[config.mk]
export PLATFORM = sky130hd
export DESIGN_NAME = alsu_gen
export DESIGN_NICKNAME = d
export VERILOG_FILES = /design/src/rtl/alsu_pkg.sv /design/src/rtl/alsu_seq_mult.sv /design/src/rtl/alsu_gen.sv
export SDC_FILE = /design/constraint.sdc
export NUM_CORES = 1
export LEC_CHECK = 0
export ABC_AREA = 1
export BUFFER_PORTS_ARGS = -buffer_cell sky130_fd_sc_hd__clkbuf_2
export CAP_MARGIN = 20
export CORE_MARGIN = 4
export CORE_UTILIZATION = 60
export CTS_CLUSTER_DIAMETER = 120
export DETAILED_ROUTE_END_ITERATION = 10
export GPL_TIMING_DRIVEN = 0
export HOLD_SLACK_MARGIN = 0.02
export MAX_ROUTING_LAYER = met4
export PLACE_DENSITY = 0.84
export SYNTH_ARGS = -nofsm -noshare
export SYNTH_HDL_FRONTEND = slang
export SYNTH_SLANG_ARGS = --single-unit
[constraint.sdc]
create_clock -name clk -period 5.1 [get_ports clk]
set_input_delay 1.02 -clock clk [delete_from_list [all_inputs] [get_ports clk]]
set_output_delay 1.02 -clock clk [all_outputs]
set_load 0.01 [all_outputs]
[src/rtl/alsu_pkg.sv]
// Purpose : shared opcode constants, FSM state encoding and the invalid-op rule for the ALSU.
// Latency : n/a (declarations only).
// Backpr. : n/a.
package alsu_pkg;

   localparam logic [2:0] OP_OR     = 3'd0;
   localparam logic [2:0] OP_XOR    = 3'd1;
   localparam logic [2:0] OP_ADD    = 3'd2;
   localparam logic [2:0] OP_MUL    = 3'd3;
   localparam logic [2:0] OP_SHIFT  = 3'd4;
   localparam logic [2:0] OP_ROTATE = 3'd5;

   typedef enum logic [1:0] {
      ST_IDLE = 2'd0,
      ST_EXEC = 2'd1,
      ST_MUL  = 2'd2
   } state_t;

   // Opcodes 6/7 do not exist; reductions are only defined for OR/XOR.
   function automatic logic is_invalid(input logic [2:0] op, input logic red_a, input logic red_b);
      return (op == 3'd6) || (op == 3'd7) || ((red_a | red_b) && (op[2:1] != 2'b00));
   endfunction

endpackage

[src/rtl/alsu_seq_mult.sv]
// Purpose : iterative shift-add multiplier, one multiplier bit consumed per clock.
// Latency : start edge loads operands; done is high during the WIDTH-th cycle with the full product.
// Backpr. : none; a new start reloads and abandons any product in progress.
// Ports   : clk, rst (async, active-high), start, A, B in; done, product out.
module alsu_seq_mult
   import alsu_pkg::*;
#(
   parameter int WIDTH = 8
) (
   input  logic                 clk,
   input  logic                 rst,
   input  logic                 start,
   input  logic [WIDTH-1:0]     A,
   input  logic [WIDTH-1:0]     B,
   output logic                 done,
   output logic [2*WIDTH-1:0]   product
);
   localparam int CW = $clog2(WIDTH);

   logic [2*WIDTH-1:0] mcand_q;
   logic [2*WIDTH-1:0] acc_q;
   logic [2*WIDTH-1:0] acc_d;
   logic [WIDTH-1:0]   mplier_q;
   logic [CW-1:0]      cnt_q;
   logic               busy_q;

   // Product is exposed combinationally so the caller can capture it on the
   // same edge that would retire the last bit.
   assign acc_d   = acc_q + (mplier_q[0] ? mcand_q : '0);
   assign product = acc_d;
   assign done    = busy_q && (cnt_q == CW'(WIDTH - 1));

   always_ff @(posedge clk or posedge rst) begin
      if (rst) begin
         mcand_q  <= '0;
         acc_q    <= '0;
         mplier_q <= '0;
         cnt_q    <= '0;
         busy_q   <= 1'b0;
      end else if (start) begin
         mcand_q  <= {{WIDTH{1'b0}}, A};
         acc_q    <= '0;
         mplier_q <= B;
         cnt_q    <= '0;
         busy_q   <= 1'b1;
      end else if (busy_q) begin
         acc_q    <= acc_d;
         mcand_q  <= {mcand_q[2*WIDTH-2:0], 1'b0};
         mplier_q <= {1'b0, mplier_q[WIDTH-1:1]};
         cnt_q    <= cnt_q + CW'(1);
         if (done) busy_q <= 1'b0;
      end
   end

endmodule

[src/rtl/alsu_gen.sv]
// Purpose : arithmetic/logic/shift unit with reductions, bypass, sequential multiply and error-blink leds.
// Latency : out/out_valid one edge after acceptance; multiply WIDTH edges after acceptance.
// Backpr. : in_ready high only in IDLE; in_valid while busy is dropped, never queued.
// Ports   : clk, rst; in_valid/in_ready handshake; A, B, cin, serial_in, red_op_A/B, bypass_A/B,
//           direction, opcode in; out (2*WIDTH), out_valid, invalid_op, leds (LED_WIDTH) out.
module alsu_gen
   import alsu_pkg::*;
#(
   parameter int    WIDTH          = 8,
   parameter string INPUT_PRIORITY = "A",
   parameter string FULL_ADDER     = "ON",
   parameter int    LED_WIDTH      = 16,
   parameter int    BLINK_DIV      = 4
) (
   input  logic                 clk,
   input  logic                 rst,
   input  logic                 in_valid,
   output logic                 in_ready,
   input  logic [WIDTH-1:0]     A,
   input  logic [WIDTH-1:0]     B,
   input  logic                 cin,
   input  logic                 serial_in,
   input  logic                 red_op_A,
   input  logic                 red_op_B,
   input  logic                 bypass_A,
   input  logic                 bypass_B,
   input  logic                 direction,
   input  logic [2:0]           opcode,
   output logic [2*WIDTH-1:0]   out,
   output logic                 out_valid,
   output logic                 invalid_op,
   output logic [LED_WIDTH-1:0] leds
);
   localparam bit PRIO_B  = (INPUT_PRIORITY == "B");
   localparam bit USE_CIN = (FULL_ADDER == "ON");
   localparam int BW      = (BLINK_DIV > 1) ? $clog2(BLINK_DIV) : 1;

   state_t               state_q, state_d;
   logic                 accept, go_mul, mul_start, mul_done;
   logic                 exec_done, mul_fin, done_any, done_inv, op_invalid;
   logic [2*WIDTH-1:0]   mul_product, result;
   logic [WIDTH-1:0]     a_q, b_q, red_src;
   logic                 cin_q, sin_q, red_a_q, red_b_q, byp_a_q, byp_b_q, dir_q;
   logic [2:0]           op_q;
   logic [WIDTH:0]       sum;
   logic [2*WIDTH-1:0]   out_q, out_d;
   logic                 out_valid_q, out_valid_d, invalid_op_q, invalid_op_d;
   logic [LED_WIDTH-1:0] leds_q, leds_d;
   logic                 blink_q, blink_d;
   logic [BW-1:0]        blink_cnt_q, blink_cnt_d;

   assign in_ready   = (state_q == ST_IDLE);
   assign accept     = in_valid && in_ready;
   // Only a genuine multiply takes the long path; invalid or bypassed opcode 3 finishes in EXEC.
   assign go_mul     = (opcode == OP_MUL) && !is_invalid(opcode, red_op_A, red_op_B)
                       && !bypass_A && !bypass_B;
   assign mul_start  = accept && go_mul;
   assign op_invalid = is_invalid(op_q, red_a_q, red_b_q);
   assign exec_done  = (state_q == ST_EXEC);
   assign mul_fin    = (state_q == ST_MUL) && mul_done;
   assign done_any   = exec_done || mul_fin;
   assign done_inv   = exec_done && op_invalid;

   assign out        = out_q;
   assign out_valid  = out_valid_q;
   assign invalid_op = invalid_op_q;
   assign leds       = leds_q;

   alsu_seq_mult #(.WIDTH(WIDTH)) u_mult (
      .clk     (clk),
      .rst     (rst),
      .start   (mul_start),
      .A       (A),
      .B       (B),
      .done    (mul_done),
      .product (mul_product)
   );

   always_ff @(posedge clk or posedge rst) begin
      if (rst) state_q <= ST_IDLE;
      else     state_q <= state_d;
   end

   always_comb begin
      state_d = state_q;
      case (state_q)
         ST_IDLE: if (accept) state_d = go_mul ? ST_MUL : ST_EXEC;
         ST_EXEC: state_d = ST_IDLE;
         ST_MUL:  if (mul_done) state_d = ST_IDLE;
         default: state_d = ST_IDLE;
      endcase
   end

   // Single-cycle result from the registered request.
   always_comb begin
      result  = '0;
      red_src = (red_a_q && red_b_q) ? (PRIO_B ? b_q : a_q) : (red_a_q ? a_q : b_q);
      sum     = {1'b0, a_q} + {1'b0, b_q} + {{WIDTH{1'b0}}, cin_q & USE_CIN};
      if (op_invalid) begin
         result = '0;
      end else if (byp_a_q && byp_b_q) begin
         result = {{WIDTH{1'b0}}, (PRIO_B ? b_q : a_q)};
      end else if (byp_a_q) begin
         result = {{WIDTH{1'b0}}, a_q};
      end else if (byp_b_q) begin
         result = {{WIDTH{1'b0}}, b_q};
      end else begin
         case (op_q)
            OP_OR:     result = (red_a_q || red_b_q) ? {{(2*WIDTH-1){1'b0}}, |red_src}
                                                     : {{WIDTH{1'b0}}, a_q | b_q};
            OP_XOR:    result = (red_a_q || red_b_q) ? {{(2*WIDTH-1){1'b0}}, ^red_src}
                                                     : {{WIDTH{1'b0}}, a_q ^ b_q};
            OP_ADD:    result = {{(WIDTH-1){1'b0}}, sum};
            OP_SHIFT:  result = dir_q ? {out_q[2*WIDTH-2:0], sin_q} : {sin_q, out_q[2*WIDTH-1:1]};
            OP_ROTATE: result = dir_q ? {out_q[2*WIDTH-2:0], out_q[2*WIDTH-1]}
                                      : {out_q[0], out_q[2*WIDTH-1:1]};
            default:   result = '0;
         endcase
      end
   end

   // out holds through MUL and only moves on a completion edge.
   always_comb begin
      out_d        = out_q;
      out_valid_d  = done_any;
      invalid_op_d = done_inv;
      leds_d       = leds_q;
      blink_d      = blink_q;
      blink_cnt_d  = blink_cnt_q;
      if (exec_done)    out_d = result;
      else if (mul_fin) out_d = mul_product;
      // A good completion clears the blink; a repeat invalid keeps the running divider.
      if (done_any && !done_inv) begin
         leds_d      = '0;
         blink_d     = 1'b0;
         blink_cnt_d = '0;
      end else if (blink_q) begin
         if (blink_cnt_q == BW'(BLINK_DIV - 1)) begin
            blink_cnt_d = '0;
            leds_d      = ~leds_q;
         end else begin
            blink_cnt_d = blink_cnt_q + BW'(1);
         end
      end else if (done_inv) begin
         blink_d     = 1'b1;
         blink_cnt_d = '0;
         leds_d      = '0;
      end
   end

   always_ff @(posedge clk or posedge rst) begin
      if (rst) begin
         a_q <= '0; b_q <= '0; op_q <= '0;
         cin_q <= 1'b0; sin_q <= 1'b0; red_a_q <= 1'b0; red_b_q <= 1'b0;
         byp_a_q <= 1'b0; byp_b_q <= 1'b0; dir_q <= 1'b0;
         out_q        <= '0;
         out_valid_q  <= 1'b0;
         invalid_op_q <= 1'b0;
         leds_q       <= '0;
         blink_q      <= 1'b0;
         blink_cnt_q  <= '0;
      end else begin
         if (accept) begin
            a_q <= A; b_q <= B; op_q <= opcode;
            cin_q <= cin; sin_q <= serial_in; red_a_q <= red_op_A; red_b_q <= red_op_B;
            byp_a_q <= bypass_A; byp_b_q <= bypass_B; dir_q <= direction;
         end
         out_q        <= out_d;
         out_valid_q  <= out_valid_d;
         invalid_op_q <= invalid_op_d;
         leds_q       <= leds_d;
         blink_q      <= blink_d;
         blink_cnt_q  <= blink_cnt_d;
      end
   end

endmodule

# --- Word level (Yosys, flattened, before mapping) ---
# Cells that the tools add are included.
totals:
  elab_cells: 122
  reg_bits: 109
  output_inout_bits: 35
classes:
  eq_ne: 16
  muxes: 40
  bitwise_logic: 5
  add_sub_neg: 5
  n_reduce_logical: 34
op_table:
  columns: ["operator", "n"]
  rows:
  - ["2-to-1 mux 16 bit", 17]
  - ["case mux 16 bit (5 select lines)", 1]
  - ["2-to-1 mux 8 bit", 6]
  - ["== test 3 bit, second input constant", 7]
  - ["adder 16 bit", 1]
  - ["NOT 16 bit", 1]
  - ["2-to-1 mux 2 bit", 7]
  - ["logical AND 1 bit", 13]
  - ["adder 8 x 8 -> 9 bit", 1]
  - ["adder 9 x 1 -> 9 bit", 1]
  - ["bitwise OR 8 bit", 1]
  - ["nonzero test 2 bit", 4]
  - ["OR reduction 8 bit", 1]
  - ["parity 8 bit", 1]
  - ["XOR 8 bit", 1]
  - ["== test 3 x 2 -> 1 bit, second input constant", 2]
  - ["logical OR 1 bit", 6]
  - ["2-to-1 mux 1 bit", 6]
  - ["2-to-1 mux 3 bit", 2]
  - ["== test 2 bit, second input constant", 2]
  - ["zero test 1 bit", 4]
  - ["case mux 2 bit (2 select lines)", 1]
  - ["AND reduction 2 bit", 2]
  - ["adder 3 x 1 -> 3 bit, second input constant", 1]
  - ["10 further kinds", 11]

# --- Logic depth before layout (Yosys ltp) ---
depth:
  word_depth: 10
  mapped_depth: 16

# --- By module ---
# From an unflattened synthesis, not the netlist that was laid out.
hier_totals:
  cells_unflattened: 886
  hier_area_um2: 6755.2
modules_own_cells:
  columns: ["mod", "cells_per_inst", "n_inst", "area_each_um2"]
  rows:
  - ["alsu_gen", 500, 1, 3913.8]
  - ["alsu_seq_mult", 386, 1, 2841.5]

# --- Worst setup path after synthesis ---
# No wires, ideal clock.
synth_path:
  path_type: "register to register"
  start: "register u_mult.mplier_q[0]"
  end: "register u_mult.acc_q[6]"
  path_buffers: 1
  arrival_ps: 2141
  slack_ps: 2837
  required_ps: 4978
  stages_incl_launch_ff: 14
  path_cell_list: "dfrtp_1 > clkbuf_1 > nand2_1 > inv_1 > ha_1 > fa_1 > nand3_1 > nand3_1 > nand2_1 > nand2_1 > nand2_1 > nand2_1 > or2_2 > a32o_1"
synth_via:
  elab_chain_cells: 4
synth_lines:
  columns: ["element", "line", "rtl"]
  rows:
  - ["from (decl)", "alsu_seq_mult.sv:23", "logic [WIDTH-1:0] mplier_q;"]
  - ["from (signal assigned)", "alsu_seq_mult.sv:49", "mplier_q <= {1'b0, mplier_q[WIDTH-1:1]};"]
  - ["2-to-1 mux 16 bit", "alsu_seq_mult.sv:29", "assign acc_d = acc_q + (mplier_q[0] ? mcand_q : '0);"]
  - ["adder 16 bit", "alsu_seq_mult.sv:29", null]
  - ["2-to-1 mux 16 bit", "alsu_seq_mult.sv:46", "end else if (busy_q) begin"]
  - ["2-to-1 mux 16 bit", "alsu_seq_mult.sv:40", "end else if (start) begin"]
  - ["to (signal assigned)", "alsu_seq_mult.sv:36", "acc_q <= '0;"]
  - ["to (signal assigned)", "alsu_seq_mult.sv:42", "acc_q <= '0;"]
  - ["to (signal assigned)", "alsu_seq_mult.sv:47", "acc_q <= acc_d;"]
  - ["to (decl)", "alsu_seq_mult.sv:21", "logic [2*WIDTH-1:0] acc_q;"]
# Every way passes these cells. The select of a mux whose other input is x is not followed.
# A chain may end at the register's enable or synchronous reset.

# --- Final worst setup path ---
layout_path:
  start: "register u_mult.mplier_q[0]"
  end: "register out_q[15] (netlist: out[15])"
layout_via:
  elab_chain_cells: 4
layout_lines:
  columns: ["element", "line", "rtl"]
  rows:
  - ["2-to-1 mux 16 bit", "alsu_seq_mult.sv:29", null]
  - ["adder 16 bit", "alsu_seq_mult.sv:29", null]
  - ["2-to-1 mux 16 bit", "alsu_gen.sv:131", "else if (mul_fin) out_d = mul_product;"]
  - ["2-to-1 mux 16 bit", "alsu_gen.sv:130", "if (exec_done) out_d = result;"]
  - ["to (signal assigned)", "alsu_gen.sv:168", "out_q <= out_d;"]
  - ["to (decl)", "alsu_gen.sv:46", "logic [2*WIDTH-1:0] out_q, out_d;"]
# Every way passes these cells. The select of a mux whose other input is x is not followed.

==> summary.txt <==
Global route
  – Largest net degree at the start of global routing: 63
  – First-pass GRT wire length: 28800 microns
  – Total track usage: 0.290
  – Antenna violations before repair: 0
  – GR Overflow Total: 0
  – Vias in the first global route: 5942

Layout
  – Area growth, synth to finish: 11.1%
  – N_diodes: 0
  – Sequential cell area: 2730 sq um
  – FILL cells: around 950
  – Fin area: about 7300 sq um
  – Multi-input gate area: about 3300 sq um
  – Nets: 997
  – Share of layout cells above drive strength 1: 0.134

Floorplan
  – Die width: 113 microns
  – Core ar.: 10800 sq um
  – IO Pins: 64
  – Die area: 12700 sq um
  – Rows: 38
  – Die height: 113 microns
  – Initial Utilization: 0.611

Synth
  – Synth area leaders: dfrtp_1 (41%), nand2_1 (12%), ha_1 (7.0%)
  – Post-synth top cells: nand2_1 (213), inv_1 (114), dfrtp_1 (109)
  – Cells after Synth: between 800 and 900
  – Syn nets: 922
  – Synth async-reset ratio: 1.00
  – Sequential-to-total area share from yosys stat: 0.414
  – Post-synthesis cell area: 6600 sq um
  – Library cells used by synthesis: 45
  – Avg Synthesized Cell Area: between 7 and 8 sq um
  – Synth warn: 0
  – #FFs+latches synth: about 110
  – Post-synth EDFFs: 0
  – Top-count cell post-synth: nand2_1
  – Most common flop cell mapped by yosys: dfrtp_1
  – Cell taking the most area after synthesis: dfrtp_1
  – Post-synth top area share: 0.414

Placement
  – Hpwl dp: 13400 microns
  – Port Buffers: 63
  – Placer Congestion: just under 1
  – Placed inst area: 7120 sq um
  – Pre-CTS setup slack: approximately 2.3 ns

Timing
  – Max-slew headroom: 0.587
  – Final Max Slew Viols: 0
  – Post-route setup TNS: 0 ns
  – Fin worst setup slack: 2.26 ns
  – # setup viols final: 0
  – RSZ-0062 raised after global routing: no
  – Hold Vio Cnt, Final: 0
  – Tmin final: 2.84 ns
  – Worst-margin pin slew: 0.620 ns
  – Final worst-path cycle share: 0.557
  – Max Clk Rate: 352 MHz
  – Worst Skew: 0.0163 ns

Pwr
  – Leakage: between 3 and 4 nW
  – Switching part of the total power: 0.400
  – Sequential power share: 0.435
  – Power, Total: about 0.0027 W
  – P_int: roughly 0.0016 W
  – Psw: 0.00109 W
  – Power per cell area: 372 nW/um^2
  – Maximum VDD drop: 237 uV
  – Gate power share: 0.361
  – Clock power share: 0.204

Clocking
  – Worst-skew pair later-pin latency: between 0.3 and 0.4 ns
  – CTS sink cnt: 109
  – CTS tree: done
  – H-tree depth: 3
  – # resized after CTS: 0
  – Clk root buf: clkbuf_8
  – Clock Path Buffers: 2
  – Clk pin slew, worst setup/hold paths: 0.11 ns
  – Post-CTS Setup Bufs: 0
  – # hold bufs at CTS: 0
  – Cts bufs inserted: 9

Worst setup path
  – CP Capture Type: flip-flop
  – Critical path origin: u_mult.mplier_q[0]
  – Worst reg2reg startpoint: u_mult.mplier_q[0]
  – Worst path bufs/invs: 4
  – Crit path kind: reg2reg
  – Slowest cell on the critical path: clkbuf_1
  – Worst EP required: 5.41 ns
  – Startpoint Class: flip-flop
  – CP peak stage delay: 0.42 ns
  – Critical Path Fanout Max: 10
  – Crit path cell chain: clkbuf_1 -> clkbuf_1 -> nand2_1 -> inv_1 -> ha_1 -> a21oi_1 -> a21boi_0 -> nand3_1 -> nand2_1 -> inv_1 -> o21bai_1 -> nand3_1 -> a21oi_1
  – CP delay by family, top: buffers and inverters
  – Arrival @ worst endpoint: 3.15 ns

Drt
  – WL/cell: 16.3 microns
  – Starting DRT DRC Count: 606
  – Drt drc: 0
  – Antenna violation net count after detailed routing: 0
  – Vias post-DR: 6176
  – Routed wire length: 17500 microns
  – DR pass1 iterations: 8
  – Vias per cell: 5.76

Run status
  – Status: completed

Job
  – Max Cap Viol: 0

Hold path
  – Hold crit path type: reg2reg
  – Hold_sp: leds[1]
[per-layer routing]
layer | track usage | vias up | part of all wire | routed length, microns
met5 | - | - | 0 | 0
met4 | 0.0929 | 0 | 0.020 | 342
met3 | 0.0433 | 29 | 0.074 | 1300
met2 | 0.464 | 260 | 0.48 | 8460
met1 | 0.383 | 2926 | 0.42 | 7400
li1 | - | 2961 | - | -
[worst register-to-register path, stage by stage (launching register included)]
cell	delay (ns)
dfrtp_1	0.34
clkbuf_1	0.33
clkbuf_1	0.42
nand2_1	0.09
inv_1	0.08
ha_1	0.28
a21oi_1	0.21
a21boi_0	0.26
nand3_1	0.17
nand2_1	0.11
inv_1	0.04
o21bai_1	0.15
nand3_1	0.14
a21oi_1	0.15
[state kept, by name, summed over array words and instances, names as in the netlist, 2 cells and up]
signal / flops
u_mult.acc_q: 16
state_q: 2
blink_cnt_q: 2
op_q: 3
u_mult.mplier_q: 8
leds: 16
u_mult.mcand_q: 16
a_q: 8
b_q: 8
out: 16
u_mult.cnt_q: 3
[per-stage QoR]
stage	hold WS [ns]	util	std cells
2_1_floorplan	0.453	-	853
3_3_place_gp	0.469	0.657	1056
6_report	0.494	0.679	1073
4_1_cts	0.493	0.679	1073
5_1_grt	0.514	0.679	1073
3_5_place_dp	0.478	0.659	1057
[placed cells by master, fill, tap and decap left out, drive strengths merged, types with 7 or more instances in the layout]
cell / instances
buf: 11
dfrtp: 109
nor2: 60
nand3: 46
inv: 122
ha: 37
o21ai: 80
o211ai: 10
nand4: 9
o22ai: 9
a22oi: 7
nand2: 216
nor3: 12
clkbuf: 90
a21oi: 58
[kinds of logic (layout without fill, tap and decap cells)]
family | count (synthesis) | count (layout) | synth area share
XOR/XNOR | 10 | 10 | 0.0133
AO/OA/AOI/OAI | 192 | 192 | 0.177
flip-flops | 109 | 109 | 0.414
AND/OR/NAND/NOR | 353 | 353 | 0.229
buffers and inverters | 149 | 229 | 0.0882
adder cells (fa/ha/maj) | 40 | 40 | 0.0793
[final timing paths]
kind                            cells after the start  slack, ns                to
worst max register to register                     13       2.26           out[15]
min in group asynchronous                           2       0.69  u_mult.acc_q[14]
max in group asynchronous                           3       3.69            a_q[0]
worst max-delay path                               13       2.26           out[15]
worst min register to register                      1       0.49           leds[1]
worst min-delay path                                1       0.49           leds[1]
[final cells by class]
cell class,instances,share of cell area
tap,140,0.0239
clock buffer,9,0.0169
timing repair buffer,64,0.0468
sequential,109,0.372
clock inverter,7,0.0116
multi-input combinational,595,0.449
buffer,28,0.0171
inverter,121,0.0627
[power groups by stage]
stage               Sequential (W)  Combinational (W)  Clock, W
finish                     0.00119           0.000983  0.000554
CTS                        0.00118           0.000976  0.000556
global placement           0.00119           0.000941         0
detailed placement         0.00120           0.000969         0
global route               0.00121            0.00110  0.000594
floorplan                  0.00119           0.000661         0
(Power assumes the default switching activity.)
